`src/rtl/fxp_booth_mul_seq.sv`:
```
// Sequential signed fixed-point multiplier, radix-4 Booth, one partial product per clock.
// Define FXP_MUL_SAT_EN to clamp overflowing results and report them on out_ovf.
module fxp_booth_mul_seq #(
    parameter int WIDTH = 16,
    parameter int FRAC  = 8
) (
    input  logic             clk,
    input  logic             rst_n,
    input  logic             in_valid,
    output logic             in_ready,
    input  logic [WIDTH-1:0] in_a,
    input  logic [WIDTH-1:0] in_b,
    output logic             out_valid,
    input  logic             out_ready,
    output logic [WIDTH-1:0] out_result,
    output logic             out_ovf
);
    localparam int AW  = 2 * WIDTH + 2;
    localparam int NPP = WIDTH / 2;
    localparam int CW  = $clog2(NPP + 1);

    localparam logic signed [AW-1:0] RND =
        {{(AW-1){1'b0}}, 1'b1} << (FRAC - 1);
`ifdef FXP_MUL_SAT_EN
    localparam logic signed [AW-1:0] MAXV =
        {{(AW-WIDTH+1){1'b0}}, {(WIDTH-1){1'b1}}};
    localparam logic signed [AW-1:0] MINV =
        {{(AW-WIDTH+1){1'b1}}, {(WIDTH-1){1'b0}}};
`endif

    typedef enum logic [1:0] {IDLE, BUSY, DONE} state_t;

    state_t                 state;
    logic [WIDTH-1:0]       a_q;
    logic [WIDTH:0]         b_q;
    logic signed [AW-1:0]   acc;
    logic [CW-1:0]          cnt;

    logic signed [AW-1:0]   a_ext;
    logic signed [AW-1:0]   pp;
    logic signed [AW-1:0]   pp_sh;
    logic signed [AW-1:0]   rsum;
    logic signed [AW-1:0]   rq;
    logic [WIDTH-1:0]       res_c;
    logic                   ovf_c;

    // Booth digit from the low three bits of the shifting multiplier window
    always_comb begin
        a_ext = {{(AW-WIDTH){a_q[WIDTH-1]}}, a_q};
        pp    = '0;
        case (b_q[2:0])
            3'b001, 3'b010: pp = a_ext;
            3'b011:         pp = a_ext <<< 1;
            3'b100:         pp = -(a_ext <<< 1);
            3'b101, 3'b110: pp = -a_ext;
            default:        pp = '0;
        endcase
        pp_sh = pp <<< {cnt, 1'b0};
    end

    // Round half toward +inf, rescale, then wrap or clamp
    always_comb begin
        rsum = acc + RND;
        rq   = rsum >>> FRAC;
`ifdef FXP_MUL_SAT_EN
        ovf_c = (rq > MAXV) || (rq < MINV);
        if (rq > MAXV)
            res_c = {1'b0, {(WIDTH-1){1'b1}}};
        else if (rq < MINV)
            res_c = {1'b1, {(WIDTH-1){1'b0}}};
        else
            res_c = rq[WIDTH-1:0];
`else
        ovf_c = 1'b0;
        res_c = rq[WIDTH-1:0];
`endif
    end

    // Control FSM with registered handshake and result outputs
    always_ff @(posedge clk or negedge rst_n) begin
        if (!rst_n) begin
            state      <= IDLE;
            in_ready   <= 1'b1;
            out_valid  <= 1'b0;
            out_result <= '0;
            out_ovf    <= 1'b0;
            a_q        <= '0;
            b_q        <= '0;
            acc        <= '0;
            cnt        <= '0;
        end else begin
            case (state)
                IDLE: begin
                    if (in_valid && in_ready) begin
                        a_q      <= in_a;
                        b_q      <= {in_b, 1'b0};
                        acc      <= '0;
                        cnt      <= '0;
                        in_ready <= 1'b0;
                        state    <= BUSY;
                    end
                end
                BUSY: begin
                    if (cnt == CW'(NPP)) begin
                        out_result <= res_c;
                        out_ovf    <= ovf_c;
                        out_valid  <= 1'b1;
                        state      <= DONE;
                    end else begin
                        acc <= acc + pp_sh;
                        b_q <= b_q >> 2;
                        cnt <= cnt + CW'(1);
                    end
                end
                DONE: begin
                    if (out_ready) begin
                        out_valid <= 1'b0;
                        in_ready  <= 1'b1;
                        state     <= IDLE;
                    end
                end
                default: state <= IDLE;
            endcase
        end
    end
endmodule
```
`config.mk`:
```
export PLATFORM = sky130hd
export DESIGN_NAME = fxp_booth_mul_seq
export DESIGN_NICKNAME = d
export VERILOG_FILES = /design/src/rtl/fxp_booth_mul_seq.sv
export SDC_FILE = /design/constraint.sdc
export NUM_CORES = 1
export LEC_CHECK = 0
export BUFFER_PORTS_ARGS = -buffer_cell sky130_fd_sc_hd__clkbuf_2
export CORE_UTILIZATION = 55
export CTS_CLUSTER_SIZE = 20
export DETAILED_ROUTE_END_ITERATION = 10
export GPL_TIMING_DRIVEN = 0
export PLACE_DENSITY = 0.8
export SKIP_LAST_GASP = 1
export SLEW_MARGIN = 5
export SYNTH_ARGS = -nofsm -noshare
export SYNTH_HDL_FRONTEND = slang
export SYNTH_SLANG_ARGS = --single-unit
```
`constraint.sdc`:
```
create_clock -name clk -period 4.2 [get_ports clk]
set_input_delay 0.21 -clock clk [delete_from_list [all_inputs] [get_ports clk]]
set_output_delay 0.21 -clock clk [all_outputs]
set_load 0.005 [all_outputs]
```
==> results <==
- The sequential fraction of design power is 0.478.
- The area of the core is 10,980 um^2.
- The most frequent cell after synthesis is nand2_1.
- The DRC violations left is 0.
- The synthesized design contains 81 register bits.
- The switching share of power is 0.2225.
- The kind of cell with the highest combined delay along the critical path is compound AO/OA/AOI/OAI gates.
- The post-synthesis area per instance is 7.876 um^2.
- For this run, the number of standard cells in the final layout without fillers is 1,040.
- The die extent in x is 108.9 um.
- TritonCTS built the clock tree.
- The launching point of the worst reg2reg path is a_q[1].
- The initial standard-cell utilization of the core is 0.5722.
- The final antenna-violating net count is 0.
- The most used flip-flop cell after synthesis is dfrtp_1.
- Counting along the longest clock path gives a buffer depth of 2.
- The checks that failed: negative setup slack.
- The floorplan has 38 rows.
- For this run the aggregate overflow at the end of global routing stands at 0.
- The CTS clock-pin slew for the worst setup and hold paths is 70 ps.
- The setup path with the least slack is of type reg -> reg.
- The count of synthesis-stage warnings from yosys is 0.
- The maximum fanout count along the critical path is 4.
- In this run, the number of DRC markers left after iteration 0 of detailed routing was 487.
- The class of the most critical hold timing path is in -> reg.
- The placed instance count is 992.
- The share of final-layout standard cells stronger than drive strength 1 is 0.2289.
- Across every metal layer, demand over resource in global routing totals 0.3315.
- The commonest cells after synthesis are nand2_1 (123), nor2_1 (86), dfrtp_1 (80).
- 55 I/O pins were placed.
- The final count of pins violating max slew is 0.
- The tool flagged a number of max-cap violations equal to 0.
- The first-pass iteration count of the detailed router is 5.
- The sequential share of the synthesized area is 0.3227.
- The highest clock frequency the design can meet is 0.2138 GHz.
- Tracing the worst setup path back leads to its startpoint at a_q[1].
- The routed length per placed instance is 18.10 um.
- The area share of the leading cell type in the synthesized netlist is 0.3185.
- The worst endpoint data arrival time is 4940 ps.
- The total number of H-tree levels is 3.
- The reported net switching power is 0.0003630 W.
- The worst setup path is launched from a register.
- The CTS root buffer is clkbuf_16.
- Together, buffers and inverters on the worst path number 3.
- The total of endpoints with negative setup slack in the final report is 10.
- The power density over the cells is 213.2 nW/um^2.
- The slowest stage of the critical path is the dfrtp_2 cell.
- The netlist area before placement is 6285 um^2.
- The growth of design area from synthesis to finish is 21.74%.
- The total CTS buffers is 9.
- The combinational share of power is 0.023.
- 0 antenna diodes ended up in the layout.
- The aggregate negative setup slack is -2138 ps.
- By area the synthesized netlist is led by dfrtp_1 (32%), nand2_1 (7.3%), o21ai_0 (5.8%).
- Setup repair after global routing could not meet its margin everywhere.
- The number of hold violations in the final report is 0.
- The global placer's final weighted congestion is 0.9973.
- The via count of the first global-routing pass was 6,109.
- The flow ran to the end, but the final reports show violations.
- For the pin with the worst max-slew slack, the measured transition is 827.1 ps.
- Entering global routing, the biggest net connects 43 pins.
- The largest stage delay on the critical path is 440 ps.
- The cell type contributing the most total cell area after synthesis is dfrtp_1.
- The via count is 6,388.
- The synthesized netlist net count is 864.
- The number of port buffers is 53.
- The required arrival time at the worst endpoint is 4470 ps.
- The portion of total power attributed to the clock network is 0.499.
- Counting I/O delays and the setup requirement, the final critical path takes 4678 ps.
- In this run the register-to-register setup slack is -480 ps.
- The worst setup path is captured at a register.
- The cell leakage power is 3.615 nW.
- The global-route wire length before repair is 30,100 um.
- The number of antenna violations at the first check in global routing is 0.
- The proportion of register bits with asynchronous set or reset after synthesis is 1.000.
- The clock arrives with 15.62 ps of skew.
- The internal power consumption is 0.001268 W.
- The maximum vdd drop is 0.0002196 V.
- The number of enable flip-flop cells after synthesis is 0.
- The detailed-route vias per instance is 6.142.
- The routed design has 18,820 um of wire.
- The worst register-to-register path ends at acc[23].
- The chip height is 108.9 um.
- The fraction of the cycle the final worst path needs is 1.114.
- The critical path goes through inv_2 -> ha_4 -> nor4b_4 -> buf_4 -> and4b_2 -> buf_4 -> xnor2_1 -> a32oi_2 -> and3_1 -> a211oi_1 -> a211o_1 -> o21ai_0 -> o21ai_1 -> ha_1 -> nor2b_1 -> o21ai_0 -> nand2b_1 -> a211oi_2 -> o31ai_2 -> a31oi_2 -> xnor2_2 -> or2_1 -> a31oi_1.
- After legalization and detailed placement, the total HPWL measured 13,690 um.
- In this run the number of cells on the critical path is 23.
- The number of clock sinks is 81.
- The floorplan step defined a die boundary enclosing 11,860 um^2.
- After layout, the worst setup slack is -477.9 ps.
- The worst slack on hold paths is 36.94 ps.
- For this run, the share of the core covered by cells in the final layout is 0.6966.
- In this run the worst setup path terminates at acc[23].
- Measured against its own limit, the worst slew margin works out to 0.4466.
- In this run, distinct cell masters in the synthesized netlist total 80.
- The count of cells along the worst register-to-register path is 23.
- For this run, the post-layout net count is 962.
- Synthesis handed over a netlist of 798 instances.
- The insertion delay of the later-clocked pin in the worst-skew pair is 360 ps.
[cells by family (layout without fill, tap and decap cells)]
logic type	after synthesis	after routing	share of synthesized area
AOI/OAI and AO/OA	236	236	0.2313
adders and majority gates	30	30	0.06092
and+or+nand+nor	306	306	0.2244
xor gates and xnor gates	52	52	0.07366
other	1	1	0.0005967
DFF	81	81	0.3227
muxes	19	19	0.03125
buffers and inverters	73	175	0.05514
[layer usage]
layer / vias to the layer above / GRT usage / part of all wire
met5: - / 0 / 0
met4: 0 / 0.1081 / 0.026
met3: 46 / 0.09803 / 0.082
met2: 258 / 0.5288 / 0.46
met1: 3063 / 0.4285 / 0.43
li1: 3021 / - / -
[final cells by class]
class                      count  area, um^2
buffer                        47       255.2
clock buffer                  10       239.0
clock inverter                 5       56.30
fill                         913        3332
inverter                      24       90.09
multi-input combinational    644        4234
sequential                    81        2032
tap                          140       175.2
timing repair buffer          89       569.3
[what timing repair did]
| action | in CTS | in global routing |
|---|---|---|
| hold buffers | 1 | 0 |
| endpoints found under the setup margin | 17 | 13 |
| endpoints found under the hold margin | 39 | 0 |
| pin swaps | 41 | 28 |
| buffers inserted | 26 | 8 |
| gates resized for setup | 41 | 39 |
[worst min-delay path, cell delays in order]
cell	delay [ps]
clkbuf_2	70
nand2_1	40
nand2_1	40
[flip-flops by register name, summed over array words and instances (netlist names)]
register / flops
out_valid: 1
state: 2
a_q: 16
cnt: 4
b_q: 17
out_result: 16
in_ready: 1
acc: 24
[worst min-delay path by stage]
stage | startpoint | end | slack [ps] | depth (start not counted)
2_1_floorplan | rst_n | a_q[0] | -90 | 0
3_3_place_gp | in_a[3] | a_q[3] | 400 | 3
3_5_place_dp | rst_n | a_q[10] | 260 | 1
4_1_cts | in_a[4] | a_q[4] | 40 | 3
5_1_grt | in_a[4] | a_q[4] | 50 | 3
6_report | in_a[4] | a_q[4] | 40 | 3
[stage by stage]
step	worst slack, ps	total power (W)	instance area (um^2)
final	-477.9	0.001631	7651
after global routing	-705.8	0.001673	7651
after CTS	-424.9	0.001634	7412
after detailed placement	-910.9	0.0008321	6784
after global placement	-861.8	0.0008281	6761
after floorplan	10.00	0.0007971	6321
[cell usage in the layout (no fill, tap or decap), drive strengths merged, types with 4 or more instances in the layout]
cell type and n:
dfrtp 80, ha 29, nand2 124, nor2 87
nor2b 6, buf 51, and3 5, mux2 5
inv 24, nand2b 9, nand3 43, a22oi 17
mux2i 14, o31ai 4, a31oi 8, a211oi 11
o22ai 5, a21o 9, or3 4, xnor2 27
nand4 6, a21oi 67, o21a 4, clkbuf 94
xor2 25, nor3 9, o21ai 78
[power by group through the flow]
| stage | sequential, W | combinational (W) | clock, W |
|---|---|---|---|
| 2_1_floorplan | 0.000795 | 0.00000222 | 0 |
| 3_3_place_gp | 0.000795 | 0.0000333 | 0 |
| 3_5_place_dp | 0.000795 | 0.0000375 | 0 |
| 4_1_cts | 0.000780 | 0.0000383 | 0.000816 |
| 5_1_grt | 0.000780 | 0.0000425 | 0.000851 |
| 6_report | 0.000780 | 0.0000371 | 0.000814 |
(Power assumes the default switching activity.)
